`config.mk`:
```
export PLATFORM = sky130hd
export DESIGN_NAME = logic_sequencer
export DESIGN_NICKNAME = d
export VERILOG_FILES = /design/src/rtl/logic_sequencer.sv
export SDC_FILE = /design/constraint.sdc
export NUM_CORES = 1
export LEC_CHECK = 0
export ABC_AREA = 1
export CORE_MARGIN = 3
export CORE_UTILIZATION = 42
export DETAILED_ROUTE_END_ITERATION = 12
export GPL_ROUTABILITY_DRIVEN = 1
export PLACE_DENSITY = 0.87
export SYNTH_ARGS = -nofsm -noshare
export SYNTH_HDL_FRONTEND = slang
export SYNTH_SLANG_ARGS = --single-unit
export TNS_END_PERCENT = 100
```
`constraint.sdc`:
```
create_clock -name clk -period 5.8 [get_ports clk]
set_input_delay 1.16 -clock clk [delete_from_list [all_inputs] [get_ports clk]]
set_output_delay 1.16 -clock clk [all_outputs]
set_load 0.005 [all_outputs]
```
`src/rtl/logic_sequencer.sv`:
```
// logic_sequencer
//   Sequences a single request through an external combinational logic unit.
//   Non-shift ops take one pass. Shift ops take one pass per shift bit,
//   because the unit shifts by exactly one bit per pass. The result is then
//   held until the consumer accepts it.
//
// Ports
//   clk, reset          rising-edge clock, asynchronous active-high reset
//   ReqValid/ReqReady   request handshake (ReqReady only in IDLE, out of reset)
//   ReqA, ReqB          32-bit operands
//   ReqOp               000 AND, 001 OR, 010 XOR, 011 LSL, 100 LSR,
//                       101 ASL, 110 ASR, 111 zero
//   ReqShamt            shift amount, used by ops 011-110 only
//   LogicA/B/Op         registered operands and opcode sent to the logic unit
//   LogicAnswer         combinational result returned by the logic unit
//   RespValid/RespReady response handshake
//   RespData            result (always the accumulator)
//   Busy                high whenever the sequencer is not IDLE
module logic_sequencer (
    input  logic        clk,
    input  logic        reset,
    input  logic        ReqValid,
    output logic        ReqReady,
    input  logic [31:0] ReqA,
    input  logic [31:0] ReqB,
    input  logic [2:0]  ReqOp,
    input  logic [4:0]  ReqShamt,
    output logic [31:0] LogicA,
    output logic [31:0] LogicB,
    output logic [2:0]  LogicOp,
    input  logic [31:0] LogicAnswer,
    output logic        RespValid,
    input  logic        RespReady,
    output logic [31:0] RespData,
    output logic        Busy
);

    typedef enum logic [1:0] {
        IDLE = 2'd0,
        RUN  = 2'd1,
        DONE = 2'd2
    } state_t;

    state_t      state_q, state_d;
    logic [31:0] acc_q,   acc_d;
    logic [31:0] br_q,    br_d;
    logic [2:0]  opr_q,   opr_d;
    logic [4:0]  count_q, count_d;

    logic req_is_shift;

    assign req_is_shift = (ReqOp >= 3'b011) && (ReqOp <= 3'b110);

    always_ff @(posedge clk or posedge reset) begin
        if (reset) begin
            state_q <= IDLE;
            acc_q   <= '0;
            br_q    <= '0;
            opr_q   <= '0;
            count_q <= '0;
        end else begin
            state_q <= state_d;
            acc_q   <= acc_d;
            br_q    <= br_d;
            opr_q   <= opr_d;
            count_q <= count_d;
        end
    end

    always_comb begin
        state_d = state_q;
        acc_d   = acc_q;
        br_d    = br_q;
        opr_d   = opr_q;
        count_d = count_q;

        unique case (state_q)
            IDLE: begin
                if (ReqValid) begin
                    acc_d   = ReqA;
                    br_d    = ReqB;
                    opr_d   = ReqOp;
                    count_d = req_is_shift ? ReqShamt : 5'd1;
                    // A zero-length shift is already complete: the operand is the answer.
                    if (req_is_shift && (ReqShamt == 5'd0)) begin
                        state_d = DONE;
                    end else begin
                        state_d = RUN;
                    end
                end
            end
            RUN: begin
                acc_d   = LogicAnswer;
                count_d = count_q - 5'd1;
                // Count is never 0 in RUN; treating <=1 as last pass keeps it from wrapping.
                if (count_q <= 5'd1) begin
                    state_d = DONE;
                end
            end
            DONE: begin
                if (RespReady) begin
                    state_d = IDLE;
                end
            end
            default: begin
                state_d = IDLE;
            end
        endcase
    end

    // ReqReady is gated by reset so it is low while reset is held.
    assign ReqReady  = (state_q == IDLE) && !reset;
    assign RespValid = (state_q == DONE);
    assign RespData  = acc_q;
    assign Busy      = (state_q != IDLE);
    assign LogicA    = acc_q;
    assign LogicB    = br_q;
    assign LogicOp   = opr_q;

endmodule
```
Yosys cells after proc, flatten, opt, wreduce, memory -nomap -nowiden
Cells that the tools add are included.

storage, ports and cells
  word-level logic and storage cells = 35
  output and inout bits = 102
  bits in registers = 74
  input bits = 108

cells by class
  eq/ne operators = 5
  order comparisons = 3
  multiplexer cells = 10
  $add $sub $neg = 1
  reduce and logical (&&, ||, !) cells = 11

operator list
  operator               count
  $pmux W32 S2           1
  $mux W32               1
  $mux W5                2
  $pmux W5 S2            1
  $mux W2                4
  $pmux W2 S3            1
  $le A5 B1 Y1 const B   1
  $logic_not A5 Y1       1
  $sub A5 B1 Y5 const B  1
  $ne A2 B2 Y1 const B   2
  $reduce_and A2 Y1      2
  $reduce_bool A2 Y1     2
  $ge A3 B2 Y1 const B   1
  $le A3 B3 Y1 const B   1
  $logic_and A1 B1 Y1    3
  $reduce_and A3 Y1      1
  $eq A2 B1 Y1 const B   1
  $eq A2 B2 Y1 const B   1
  $logic_not A2 Y1       1
  $ne A2 B1 Y1 const B   1
  $logic_not A1 Y1       1

Depth between registers and ports, before layout
  word-level depth = 6
  mapped depth = 8
  depth with buffers taken out = 8

Worst setup path before layout
Ideal clock, no wire load.

  path kind = input-to-output
  start = input reset
  end = output ReqReady
  arrival = 1.266 ns
  stages = 1
  required time = 4.640 ns
  path slack = 3.374 ns
  path buffers = 0
  cell sequence = nor2_1

between the ends
  longest elaborated chain between the ends = 2

ends and longest elaborated chain
  what                 line  text
  from (decl)          21    input logic reset,
  $logic_not A1 Y1     112   assign ReqReady = (state_q == IDLE) && !reset;
  $logic_and A1 B1 Y1  112
  to (decl)            23    output logic ReqReady,

Every way passes these cells.

Worst setup path after layout
Ends and elaborated chain as after synthesis.

==> flow_summary.toml <==
[grt]
grt_max_degree = 75
antenna_found_initial = 0
grtUsageTotal = 0.211
grt_first_pass_wirelength_um = 16900
grt_pass1_vias = 3503
grt.overflow.total = 0

[placed_design]
port_buffers = 209
dp.cells = 703
hpwlAfterDp_um = 8080
gp_congestion = 0.836

[detailed_routing]
routed_wl_um = 10900
route.met2.wl_um = 5450
wl_per_cell_um = 15.2
dr.pass1.iters = 4
top_layer = "met4"
wl_met3_um = 1100
wl_met1_um = 4280
drc_errors = 0
drtIter0Drc = 104
vias_per_cell = 4.81
ant_nets = 0
vias = 3452

[finish]
nets = 719
fin_cells = 718
drive_gt1_frac = 0.0881
num_antenna_cells = 0
syn_to_final_growth_pct = 55.0

[timing]
setup_violations = 0
slew-limit-headroom = 0.377
hold_viol = 0
finalCritPeriodShare = 0.583
slew_viol_final = 0
worst_slew_pin_slew_ns = 0.935
grt_setup_unrepaired = "no"
fmax_mhz = 296
period_minus_slack_ns = 3.38
setup_tns_ns = 0
clock_skew_ns = 0.00713

[clock_network]
hold_buffers = 0
htreeDepth = 3
worstSkewPairLatency_ns = 0.33
post_cts_buffers = 0
numCtsBuffers = 9
cts_root_buf = "clkbuf_8"
cts_tree = "yes"
cts.clk_slew.worst_paths_ns = 0.07
clockBufferDepth = 2
clock_sinks = 74
ctsResizeCount = 0

[critical_path]
critPathCaptureType = "output pin"
start_kind = "input pin"
worst_path_max_delay_cell = "clkdlybuf4s50_1"
worstPathArrival_ns = 2.22
cp_cell_sequence = "clkdlybuf4s50_1 -> nor2_1 -> clkdlybuf4s50_1"
worst_ep_required_time_ns = 4.64
cpPeakStageDelay_ns = 0.50
critPathKind = "in -> out"
crit_path_max_fanout = 2
cp_common_cell = "clkdlybuf4s50_1"

[synthesis]
synthXorXnorAreaFrac = 0
syn-num-nets = 549
ys_seq_elements = 74
yosys-mux-area-fraction = 0
synth_area_per_cell_sq_um = 8.48
synth_simple_gate_area_frac = 0.262
synth_top_family_by_area = "simple AND/OR/NAND/NOR gates"
yosys_warnings = 0
syn_inst = 439
ys_seq_area_frac = 0.497
synth-adder-area-share = 0.00672
yosysUniqueCellTypes = 20
synth_compound_area_frac = 0.115
synth_area_sq_mm = 0.00372

[die]
die_x_um = 100
rows = 33
fp.dieArea_sq_mm = 0.0100
die_y_um = 100
fp.coreArea_sq_mm = 0.00842
io_pins = 210
initial_core_util = 0.442

[hold_path]
min_path_type = "reg -> reg"

[pwr]
peakVddDrop_mv = 0.307
p_leak_nw = 2.62
p_per_area_mw_per_mm2 = 522

[outcome]
outcome = "completed"

[flow_run]
maxCapViolCount = 0
per-stage QoR:
step	instance area [sq um]	hold WS (ns)	power, mW	worst slack [ns]	utilization
final	5770	0.480	3.01	2.42	0.685
after global routing	5770	0.508	3.24	2.35	0.685
after CTS	5770	0.486	3.06	2.41	0.685
after detailed placement	5580	0.465	2.64	2.43	0.662
after global placement	5580	0.461	2.58	2.41	0.662
after floorplan	3720	0.464	1.89	2.76	-
synth_stat cells (all sizes together):
library cell | number | share of area
a21oi | 2 | 0.0027
a22oi | 1 | 0.0020
buf | 50 | 0.10
clkbuf | 2 | 0.0020
dfrtp | 74 | 0.50
ha | 2 | 0.0067
inv | 16 | 0.016
nand2 | 172 | 0.18
nand3 | 6 | 0.0081
nor2 | 75 | 0.078
o211ai | 1 | 0.0020
o21ai | 5 | 0.0067
o21bai | 1 | 0.0020
o31ai | 32 | 0.099
flip-flops by register name (all words and copies together) (netlist names):
name	cells
LogicB	32
state_q	2
count_q	5
LogicOp	3
LogicA	32
worst max-delay path: cells and delay by family:
kind | cells | cell delay [ns]
buffers and inverters | 2 | 0.95
AND/OR/NAND/NOR | 1 | 0.12
final cells by class:
cell class	instances	area [sq um]
sequential	74	1850
inverter	16	60.1
fill	660	2650
timing repair buffer	211	2110
clock inverter	5	55.1
multi-input combinational	297	1430
clock buffer	10	138
tap	105	131
cell usage in the layout (no fill, tap or decap):
cell,netlist,final
clkdlybuf4s50_1,0,209
nand2_1,168,168
dfrtp_1,74,74
nor2_1,74,74
o31ai_2,26,26
inv_1,11,10
clkbuf_8,0,10
inv_2,5,6
o31ai_1,6,6
nand3_1,6,6
o21ai_0,5,5
nand2_2,4,4
a21oi_1,2,2
ha_1,2,2
clkinv_2,0,2
clkinvlp_4,0,2
buf_4,40,2
nor2_4,1,1
o211ai_1,1,1
a22oi_1,1,1
o21bai_1,1,1
bufinv_16,0,1
metal layers:
layer,GRT usage,vias to the layer above
met4,0.0497,0
li1,-,1683
met1,0.253,1606
met5,0,-
met2,0.373,157
met3,0.0625,6
final timing paths:
path                                 start    endpoint  slack [ns]  cells after the start
worst max-delay path                 reset    ReqReady        2.42                      3
worst min-delay path            LogicB[19]  LogicB[19]        0.48                      2
worst max register to register  state_q[1]  count_q[2]        3.59                      6
worst min register to register  LogicB[19]  LogicB[19]        0.48                      2
max in group asynchronous            reset  LogicB[21]        3.71                      3
min in group asynchronous            reset  LogicB[30]        1.48                      3
power by group:
part / switching, mW / total, mW / internal, mW / leakage, nW
sequential: 0.195 / 0.972 / 0.778 / 0.898
clock: 0.185 / 0.391 / 0.207 / 0.0941
combinational: 0.732 / 1.65 / 0.914 / 1.63
total: 1.11 / 3.01 / 1.90 / 2.62
kinds of logic after synthesis:
kind of cell	Yosys count
AND/OR/NAND/NOR	253
flip-flops	74
buffers and inverters	68
AO/OA/AOI/OAI	42
adder cells (fa/ha/maj)	2
No activity file was read; power rests on OpenSTA's default activity.
